===== config.mk =====
export PLATFORM = sky130hd
export DESIGN_NAME = sound_cue_driver
export DESIGN_NICKNAME = d
export VERILOG_FILES = /design/src/rtl/sound_cue_driver.sv
export SDC_FILE = /design/constraint.sdc
export NUM_CORES = 1
export LEC_CHECK = 0
export BUFFER_PORTS_ARGS = -buffer_cell sky130_fd_sc_hd__buf_2
export CAP_MARGIN = 40
export CORE_ASPECT_RATIO = 1.5
export CORE_MARGIN = 5
export CORE_UTILIZATION = 64
export DETAILED_ROUTE_END_ITERATION = 10
export PLACE_DENSITY = 0.83
export SYNTH_ARGS = -nofsm -noshare
export SYNTH_HDL_FRONTEND = slang
export SYNTH_SLANG_ARGS = --single-unit

===== constraint.sdc =====
create_clock -name clk -period 3.5 [get_ports clk]
set_input_delay 0.35 -clock clk [delete_from_list [all_inputs] [get_ports clk]]
set_output_delay 0.35 -clock clk [all_outputs]
set_load 0.03 [all_outputs]

===== src/rtl/sound_cue_driver.sv =====
// sound_cue_driver: turns single-cycle game events into spaced trigger patterns
// for the speaker toggle block, with pending flags, priority and pre-emption.
//
// +--------------------------------------------------------------------------+
// | Module   : sound_cue_driver                                              |
// | Brief    : cue sequencer between game controller and speaker block       |
// | Revision : 1.0                                                           |
// +--------------------------------------------------------------------------+
`default_nettype none

module sound_cue_driver #(
  parameter int GAP_CYCLES   = 2000,
  parameter int BURST_CYCLES = 400,
  parameter int START_PULSES = 3,
  parameter int END_PULSES   = 2,
  parameter int CNT_W        = 16
) (
  input  logic clk,
  input  logic rst_n,
  input  logic hit_evt_i,
  input  logic start_evt_i,
  input  logic end_evt_i,
  input  logic god_mode_i,
  output logic enable_o,
  output logic start_enable_o,
  output logic end_enable_o,
  output logic busy_o,
  output logic dropped_o
);

  localparam int             PL_W       = 8;
  localparam logic [CNT_W-1:0] GAP_LOAD   = CNT_W'(GAP_CYCLES - 1);
  localparam logic [CNT_W-1:0] BURST_LOAD = CNT_W'(BURST_CYCLES - 1);

  typedef enum logic [1:0] {S_IDLE, S_PULSE, S_GAP} state_t;
  typedef enum logic [1:0] {CUE_HIT, CUE_START, CUE_END} cue_t;

  state_t            state_q;
  cue_t              cue_q;
  logic [PL_W-1:0]   left_q;
  logic [CNT_W-1:0]  cnt_q;
  logic              pend_hit_q, pend_start_q, pend_end_q;
  logic              en_q, st_q, end_q, busy_q, dropped_q;

  logic              want_end_w, want_start_w, want_hit_w, any_w, preempt_w;
  cue_t              sel_cue_w;
  logic [PL_W-1:0]   sel_left_w;

  function automatic logic [2:0] cue_bits(input cue_t c);
    cue_bits = {c == CUE_HIT, c == CUE_START, c == CUE_END};
  endfunction

  assign want_end_w   = end_evt_i   | pend_end_q;
  assign want_start_w = start_evt_i | pend_start_q;
  assign want_hit_w   = hit_evt_i   | pend_hit_q;
  assign any_w        = want_end_w | want_start_w | want_hit_w;

  // End aborts hit/start cues, except in their trailing gap where it just pends.
  assign preempt_w = end_evt_i && (state_q != S_IDLE) && (cue_q != CUE_END) &&
                     !((state_q == S_GAP) && (left_q == '0));

  always_comb begin
    sel_cue_w  = CUE_HIT;
    sel_left_w = god_mode_i ? PL_W'(2) : PL_W'(1);
    if (want_end_w || (state_q != S_IDLE)) begin
      sel_cue_w  = CUE_END;
      sel_left_w = PL_W'(END_PULSES);
    end else if (want_start_w) begin
      sel_cue_w  = CUE_START;
      sel_left_w = PL_W'(START_PULSES);
    end
  end

  always_ff @(posedge clk) begin
    if (!rst_n) begin
      state_q      <= S_IDLE;
      cue_q        <= CUE_HIT;
      left_q       <= '0;
      cnt_q        <= '0;
      pend_hit_q   <= 1'b0;
      pend_start_q <= 1'b0;
      pend_end_q   <= 1'b0;
      en_q         <= 1'b0;
      st_q         <= 1'b0;
      end_q        <= 1'b0;
      busy_q       <= 1'b0;
      dropped_q    <= 1'b0;
    end else begin
      dropped_q <= (hit_evt_i & pend_hit_q) | (start_evt_i & pend_start_q) |
                   (end_evt_i & pend_end_q);
      if ((state_q == S_IDLE && any_w) || preempt_w) begin
        state_q             <= S_PULSE;
        busy_q              <= 1'b1;
        cue_q               <= sel_cue_w;
        left_q              <= sel_left_w;
        cnt_q               <= (sel_cue_w == CUE_END) ? BURST_LOAD : '0;
        {en_q, st_q, end_q} <= cue_bits(sel_cue_w);
        // Losers of the priority race keep (or gain) their pending flag.
        pend_end_q   <= preempt_w ? pend_end_q : 1'b0;
        pend_start_q <= (sel_cue_w == CUE_END && !preempt_w) ?
                        (pend_start_q | start_evt_i) : 1'b0;
        pend_hit_q   <= (sel_cue_w == CUE_END && !preempt_w) ?
                        (pend_hit_q | hit_evt_i) : 1'b0;
      end else if (state_q != S_IDLE) begin
        pend_hit_q   <= pend_hit_q   | hit_evt_i;
        pend_start_q <= pend_start_q | start_evt_i;
        pend_end_q   <= pend_end_q   | end_evt_i;
        case (state_q)
          S_PULSE: begin
            if (cnt_q == '0) begin
              state_q             <= S_GAP;
              {en_q, st_q, end_q} <= 3'b000;
              cnt_q               <= GAP_LOAD;
              left_q              <= left_q - PL_W'(1);
            end else begin
              cnt_q <= cnt_q - CNT_W'(1);
            end
          end
          S_GAP: begin
            if (cnt_q != '0) begin
              cnt_q <= cnt_q - CNT_W'(1);
            end else if (left_q != '0) begin
              state_q             <= S_PULSE;
              {en_q, st_q, end_q} <= cue_bits(cue_q);
              cnt_q               <= (cue_q == CUE_END) ? BURST_LOAD : '0;
            end else begin
              state_q <= S_IDLE;
              busy_q  <= 1'b0;
            end
          end
          default: begin
            state_q <= S_IDLE;
            busy_q  <= 1'b0;
          end
        endcase
      end
    end
  end

  assign enable_o       = en_q;
  assign start_enable_o = st_q;
  assign end_enable_o   = end_q;
  assign busy_o         = busy_q;
  assign dropped_o      = dropped_q;

endmodule

`default_nettype wire


======== Yosys cells after proc, flatten, opt, wreduce, memory -nomap -nowiden ========
Index checks and enable logic that the tools add are counted.
word-level totals
  flip-flop bits (word level) ............. 36
  bits of input ports ..................... 6
cells by class
  $add $sub $neg .......................... 2
  equality and inequality tests ........... 16
  mux-type cells .......................... 53
  bitwise logic cells ..................... 11
  reductions and logical operators ........ 30
operator list
  kind                                                                   count
  16-bit 2-to-1 mux                                                      5
  8-bit 2-to-1 mux                                                       4
  16-bit case mux with 2 select lines                                    1
  1-bit 2-to-1 mux                                                       30
  9-bit 2-to-1 mux                                                       2
  16-bit logical NOT                                                     1
  16-bit nonzero test                                                    1
  16-bit by 1-bit subtractor with 16-bit output, second input constant   1
  2-bit 2-to-1 mux                                                       6
  3-bit AND reduction                                                    4
  2-bit != test, second input constant                                   5
  3-bit != test, second input constant                                   3
  8-bit logical NOT                                                      1
  1-bit case mux with 2 select lines                                     4
  2-bit nonzero test                                                     4
  8-bit nonzero test                                                     1
  8-bit by 1-bit subtractor with 8-bit output, second input constant     1
  1-bit bitwise OR                                                       7
  2-bit by 1-bit equality test with 1-bit output, second input constant  3
  2-bit equality test, second input constant                             3
  1-bit logical AND                                                      6
  2-bit logical NOT                                                      3
  5-bit AND reduction                                                    1
  4-bit by 1-bit != test with 1-bit output, second input constant        1
  10 further kinds                                                       14

======== Depth between registers and ports, before layout ========
Gate-level depths: netlist (run 1).
  depth in word-level cells ............... 8
  gate-level depth with buffers ........... 9
  gate-level depth less buffers ........... 8

======== Worst setup path before layout (run 1) ========
No wires, ideal clock.
  path kind ............................... reg2reg
  start ................................... reg cnt_q[0]
  end ..................................... reg left_q[7]
  arrival time ............................ 1.930 ns
  required time ........................... 3.429 ns
  slack ................................... 1.499 ns
  cell stages (with the launch flop) ...... 10
  path buffers ............................ 1
  clock period less this slack ............ 2.001 ns
  cells stage by stage .................... dfxtp_1 > inv_1 > ha_1 > nor4b_4 > and4_1 > and2_1 > buf_6 > o211ai_2 > or4_1 > a21oi_1
on the way
  cells in the longest elaborated chain, start to end .. 3
RTL lines
  what                                  line  text
  start: declaration                    41    logic [CNT_W-1:0] cnt_q;
  start signal: assignment              96    cnt_q <= (sel_cue_w == CUE_END) ? BURST_LOAD : '0;
  start signal: assignment              116   cnt_q <= cnt_q - CNT_W'(1);
  start signal: assignment              121   cnt_q <= cnt_q - CNT_W'(1);
  16-bit logical NOT                    110   if (cnt_q == '0) begin
  2-bit nonzero test (no source line)   -
  3-bit AND reduction (no source line)  -
  end signal: assignment                95    left_q <= sel_left_w;
  end signal: assignment                114   left_q <= left_q - PL_W'(1);
  end: declaration                      40    logic [PL_W-1:0] left_q;
No other way between the ends.
A chain may end at the register's enable or synchronous reset.

======== Worst setup path in the final report (run 1) ========
Same ends and word-level chain as after synthesis.

==> results.md, run 1 <==
- The chip width is 54.2 µm.
- The tree is rooted in a clkbuf_8.
- The first TritonRoute pass finished after 4 iterations.
- The cell at the slowest stage of the critical path is or4_1.
- The critical path is of the flop to flop type.
- The smallest clock period supported by the final layout is computed as about 2400 ps.
- Traced cell by cell, the critical path runs through inv_1 > ha_1 > nor4b_4 > and4_1 > and2_1 > o211ai_2 > or4_1 > a21oi_1.
- The number of vias after detailed routing is roughly 1.7k.
- The clock arrives with between 6 and 7 ps of skew.
- After detailed routing, the number of remaining DRC violations is 0.
- The worst setup path is captured at a flop.
- The library cells used most frequently in the layout, excluding fill and tap cells, are 36 x dfxtp_1, 35 x nor2_1, 22 x nand2_1, 19 x a21oi_1.
- Setup repair after global routing left no endpoint under its margin.
- Along the worst path, the maximum fanout reaches 8.
- The data arrival at the endpoint of the critical path is ~2600 ps.
- The total instance count after detailed placement is between 200 and 300.
- Max-cap violations in this run came to 0.
- Row generation in the floorplan step produced 24 rows.
- After detailed routing, the average wire length per cell comes to between 10 and 15 µm.
- The total power per unit cell area is roughly 540 mW/mm².
- The synthesized flop and latch total is 36.
- The share of the core filled with cells is ~70%.
- The total number of nets in the final design is about 250.
- The final worst-path setup slack is 1080 ps.
- The number of antenna cells inserted is 0.
- The TritonCTS clock tree is yes.
- The area share of and/or/nand/nor cells after synthesis is a little under a third.
- The path class of the lowest-slack min-delay path is input pin to flop.
- The worst setup path is launched from a flop.
- Leaving out fill and tap cells, the most frequent cell in the layout is dfxtp_1.
- The count of final max-slew check failures is 0.
- The core region is ~0.0029 mm².
- The number of global-route vias before repair is between 1.5k and 2k.
- The count of flip-flops with a built-in enable after synthesis is 0.
- The maximum number of pins on one net before global-route repair is 22.
- Before CTS, the worst setup slack after placement is about 1100 ps.
- The first global-routing pass estimated approximately 7100 µm of wire.
- Multiplexer cells account for 0% of the synthesized area.
- The final count of negative-setup-slack endpoints is 0.
- In the synthesized netlist the dominant register cell turns out to be dfxtp_1.
- Of the total synthesized cell area, the portion taken by XOR and XNOR cells is 6.54%.
- Summing every instance area after synthesis gives 0.00188 mm².
- The tightest hold path in the finished design has a slack of between 300 and 400 ps.
- When the netlist entered floorplanning its net count stood at 241.
- The share of flip-flops with an asynchronous set or reset is 0%.
- After global routing the overflow that remains totals 0.
- The final hold violation count is 0.
- STA puts the critical path data required time at approximately 3700 ps.
- Of the total synthesized cell area, the portion taken by full adders, half adders and majority gates is 2.00%.
- The final antenna-violating net count is 0.
- In this design, the stage delay of the slowest critical-path cell is around 420 ps.
- The completed layout was analyzed and its total power is 1.10 mW.
- The transition time at the pin with the least slew margin is around 650 ps.
- The post-synthesis average cell area is 8.08 µm².
- The flow ran to the end, and the final reports show no timing, DRC or antenna violations.
- The count of routing violations after the opening detailed-route iteration is 67.
- The upper clock frequency limit is ~410 MHz.
- Summing the areas of all compound-gate instances in the mapped netlist gives approximately a fifth of the synthesized area.
- The number of hold buffers added after cts is 0.
- In the routed layout, each cell is associated on average with a via count of 5.92.
- The estimated wirelength of the detail-placed design is around 2900 µm.
- The post-CTS repair timing setup buffer count is 0.
- The number of clock buffers added by TritonCTS is 5.
- Headroom to the max-slew limit came out at between 50% and 60%.
- From synthesis to final layout, the design area changed by 7.94%.
- The congestion estimate from routability-driven global placement came to approximately 0.83.
- The cell count after synthesis came out at around 230.
- Clock-pin slew was measured on the worst setup and hold paths at about 70 ps.
- In this run the deepest clock path goes through 2 buffers.
- In this run the vertical extent of the chip is approximately 76 µm.
- The number of top-level pins is 11.
- After synthesis, the largest family of logic cells by area is simple AND/OR/NAND/NOR gates.
- The post-placement cell area is 0.00195 mm².
- Port buffering added 10 buffers.
- The number of clock sinks seen by CTS is 36.
- The number of standard cells in the layout, taps in and fillers out is between 200 and 300.
- The share of the Yosys chip area taken by registers is roughly two fifths.
- The initial core utilization is around two thirds.
- The distinct cell type count of the synthesized netlist is 47.
- For this run, the number of Yosys warnings is 0.
- For this design the static power due to leakage is between 0.8 and 0.9 nW.
- At the later pin of the worst-skew pair, clock insertion delay measures 290 ps.
- With fillers left out, the area of the finished cells amounts to approximately 0.002 mm².
- The maximum level of the CTS H-tree is 2.
- In the final layout, the share of cells above drive strength 1 is between 10% and 20%.
- The final critical path takes up 69.1% of the cycle.
- After detailed routing, the total wire length is a little under 4000 µm.
- The area of the die is ~0.0041 mm².
- The worst-case IR drop observed on VDD is between 0.4 and 0.5 mV.
- The sum of negative setup slack is 0 ps.
- The overall routing resource usage is 22.5%.
- The number of antenna violations at the first check in global routing came to 0.
- The number of gates given a new drive strength after cts is 0.
[report_power, final]
group          total, mW  leakage [nW]  internal, mW  switching (mW)
Sequential         0.501         0.295         0.453          0.0474
Clock              0.270        0.0410         0.135           0.135
Combinational      0.326         0.473         0.131           0.195
Total               1.10         0.809         0.719           0.377
[logic make-up (layout without fill, tap and decap cells)]
| kind of cell | after synthesis | after routing |
|---|---|---|
| simple gates | 109 | 109 |
| compound gates | 55 | 55 |
| flops | 36 | 36 |
| buf+inv | 15 | 25 |
| xor+xnor | 14 | 14 |
| fa+ha+maj | 3 | 3 |
[critical path: cells and delay by family, from the launching register on]
family                     cells  cell delay (ps)
and+or+nand+nor                4             1430
DFF                            1              360
AOI/OAI and AO/OA              2              300
adders and majority gates      1              210
buffers and inverters          1               70
[flip-flops by register name, summed over array words and instances (netlist names), 2 cells and up]
name / flops
left_q: 8
state_q: 2
cue_q: 2
cnt_q: 16
[synth_stat cells, drive strengths merged (6+ instances only)]
master | count | area, µm²
dfxtp | 36 | 721
nor2 | 36 | 138
nand2 | 22 | 82.6
a21oi | 19 | 95.1
o21ai | 12 | 60.1
xor2 | 11 | 96.3
nand3 | 9 | 45.0
nor3 | 9 | 45.0
buf | 6 | 36.3
inv | 6 | 22.5
nor4 | 6 | 52.6
[cell type report]
| cell class | instances | area [µm²] |
|---|---|---|
| Clock buffer | 6 | 72.6 |
| Tap cell | 39 | 48.8 |
| Clock inverter | 1 | 5.00 |
| Timing Repair Buffer | 12 | 65.1 |
| Sequential cell | 36 | 721 |
| Multi-Input combinational cell | 181 | 1090 |
| Fill cell | 243 | 828 |
| Inverter | 6 | 22.5 |
[layer usage]
metal  global-route usage, %  vias to the layer above  share of wire [%]
met1                    25.9                      788                 40
li1                        -                      844                  -
met5                       0                        -                  0
met4                    10.7                        0                2.6
met3                    5.48                        8                3.0
met2                    37.1                       23                 55
[final timing paths]
check,startpoint,to,slack (ps),cells past startpoint
max reg2reg,cnt_q[0]$_SDFFE_PN0P_,left_q[7]$_SDFFE_PN0P_,1080,8
min,hit_evt_i,pend_hit_q$_SDFFE_PN0P_,320,3
min reg2reg,start_enable_o$_SDFFE_PN0P_,start_enable_o$_SDFFE_PN0P_,450,2
max,cnt_q[0]$_SDFFE_PN0P_,left_q[7]$_SDFFE_PN0P_,1080,8
Note: power is estimated with default switching activity, not from simulation.
==> run 2: changes to the inputs <==
CORE_UTILIZATION = 54   (was 64)
PLACE_DENSITY = 0.75   (was 0.83)
clock period = 2.09 ns   (was 3.5 ns; I/O delays follow)
==> results.md, run 2 (synthesized netlist as in run 1, its figures left out) <==
- Outcome: finished clean (unchanged).
- The area growth from synthesis to layout is 34.2% (was 7.94%).
- The sum of negative setup slack is 0 ps (unchanged).
- The type of the worst setup path is flop to flop (unchanged).
- The number of antenna cells inserted came to 0 (unchanged).
- The residual DRC count is 0 (unchanged).
- The endpoint class of the critical path was a flop (unchanged).
- The number of max-cap violations came to 0 (unchanged).
- The number of cell rows is 26 (was 24).
- The count of final max-slew check failures was 0 (unchanged).
- The met1 track demand over resource was 22.9% (was 25.9%).
- The first-pass iteration count of the detailed router is 4 (unchanged).
- The initial core utilization is 55.4% (was 65.7%).
- The wire length per cell after detailed routing is 15.9 µm (was 14.0 µm).
- The data arrival at the endpoint of the critical path is 2210 ps (was 2640 ps).
- The clock edge transition at the registers on the reported setup and hold paths is 70 ps (about the same).
- The upper clock frequency limit is 502 MHz (was 413 MHz).
- The final antenna-violating net count is 0 (unchanged).
- The total power per unit cell area was 911 mW/mm² (was 541 mW/mm²).
- The chip width came to 58.1 µm (was 54.2 µm).
- Leading cell types in the layout, fill and taps excluded: 51 x buf_4, 35 x dfxtp_1, 34 x nor2_1, 22 x nand2_1, 19 x a21oi_1 (was 36 x dfxtp_1, 35 x nor2_1, 22 x nand2_1, 19 x a21oi_1).
- The total length of routed wires is 5310 µm (was 3930 µm).
- The worst path required time is 2310 ps (was 3720 ps).
- The worst clock skew is 7.02 ps (was 6.35 ps).
- The share of cells above drive strength 1 is 30.0% (was 11.2%).
- The relative max-transition margin is 68.5% (was 56.2%).
- The largest register by flop count is cnt_q (unchanged).
- The number of port buffers came to 10 (unchanged).
- The maximum net fanout on the critical path came to 5 (was 8).
- Largest registers in the final layout: cnt_q x16, left_q x8 (unchanged).
- The final count of negative-setup-slack endpoints came to 0 (unchanged).
- The flip-flop count of the largest register, all copies and words added is 16 (unchanged).
- The number of clock sinks seen by CTS is 36 (unchanged).
- The kind of launch point of the worst setup path is a flop (unchanged).
- The number of vias per cell after detailed routing came to 5.84 (was 5.92).
- The worst-case vdd ir drop was 0.733 mV (was 0.436 mV).
- The estimated wirelength of the detail-placed design was 3880 µm (was 2910 µm).
- The TritonCTS clock tree is yes (unchanged).
- The overall routing resource usage was 24.0% (was 22.5%).
- The clock latency reported for the late side of the worst-skew pair is 290 ps (about the same).
- The remaining global-route overflow is 0 (unchanged).
- The met2 track demand over resource is 46.8% (was 37.1%).
- The transition time at the pin with the least slew margin is 472 ps (was 648 ps).
- The first-pass GRT wire length is 8710 µm (was 7100 µm).
- The y dimension of the die is 82.2 µm (was 76.3 µm).
- The share of the core filled with cells is 74.4% (was 71.0%).
- The number of global-route vias before repair was 1958 (was 1638).
- The total number of nets in the final design is 301 (was 251).
- The maximum level of the CTS H-tree is 2 (unchanged).
- The routability congestion estimate from global placement is 0.893 (was 0.827).
- The fraction of the cycle the final worst path needs was 95.4% (was 69.1%).
- The time the final worst path needs with I/O delays and setup came to 1990 ps (was 2420 ps).
- The area of the die is 0.00478 mm² (was 0.00414 mm²).
- The number of hold buffers added after cts is 0 (unchanged).
- The maximum number of buffers from clock root to sink is 2 (unchanged).
- Unrepaired setup endpoints after global routing: true (was false).
- The number of clock buffers inserted by TritonCTS is 5 (unchanged).
- The static power due to leakage is 1.10 nW (was 0.809 nW).
- The root buffer cell is clkbuf_8 (unchanged).
- The placeable core region is 0.00338 mm² (was 0.00285 mm²).
- The path class of the lowest-slack min-delay path was input pin to flop (unchanged).
- The maximum number of pins on one net before global-route repair was 20 (was 22).
- The met3 global-route usage was 4.04% (was 5.48%).
- The count of routing violations after the opening detailed-route iteration is 101 (was 67).
- The most used routing layer is met2 (unchanged).
- The number of vias after detailed routing is 1955 (was 1663).
- The number of antenna violations at the first check in global routing is 0 (unchanged).
- The final hold violation count is 0 (unchanged).
- The worst hold slack came to 173 ps (was 317 ps).
- The number of top-level pins is 11 (unchanged).
- The most frequent standard cell in the layout excluding fill and tap cells was buf_4 (was dfxtp_1).
[run 2: repair_timing]
item,in CTS,in global routing
pin swaps,0,2
setup buffers,0,2
setup endpoints to repair,3,30
endpoints found under the hold margin,0,0
gates resized for setup,1,15
cloned,0,1
[run 2: area by class of cell]
| type | count | area [µm²] |
|---|---|---|
| repair buffers | 62 | 444 |
| clock buffers | 7 | 96.3 |
| clock inverters | 1 | 30.0 |
| multi-input cells | 181 | 1150 |
| inverters | 6 | 22.5 |
| fillers | 269 | 866 |
| well taps | 42 | 52.6 |
| flip-flops and latches | 36 | 722 |
[run 2: worst max-delay path, cell delays in order (launching register included)]
cell and delay [ps]:
dfxtp_1 330, inv_1 60, ha_1 210, and4_1 190, nor3_4 280, buf_4 200, o21ai_1 90, or4_1 400
a21oi_1 170
[run 2: worst paths after layout]
path | startpoint | to | slack (ps) | cells after the start
worst min register to register | start_enable_o$_SDFFE_PN0P_ | start_enable_o$_SDFFE_PN0P_ | 440 | 2
worst max register to register | left_q[0]$_SDFFE_PN0P_ | left_q[4]$_SDFFE_PN0P_ | 100 | 8
worst min-delay path | hit_evt_i | dropped_o$_SDFF_PN0_ | 170 | 3
worst max-delay path | left_q[0]$_SDFFE_PN0P_ | left_q[4]$_SDFFE_PN0P_ | 100 | 8
[run 2: power breakdown]
part           internal, mW  switching [mW]
clock network         0.421           0.251
registers             0.759          0.0617
logic                 0.379           0.420
total                  1.56           0.733
[run 2: through the flow]
stage          setup WS (ps)  cells  total power, mW  cell area, µm²
6_report                97.1    335             2.29            2520
5_1_grt                -38.8    335             2.42            2520
4_1_cts                 4.23    332             2.25            2430
3_5_place_dp            -119    324             1.57            2300
3_3_place_gp            -232    323             1.55            2300
2_1_floorplan           88.9    232             1.28            1880
[run 2: layer usage]
metal	wire length [µm]	up-vias
met3	162	22
met4	224	0
met2	3010	55
met1	1920	930
li1	-	948
met5	0	-
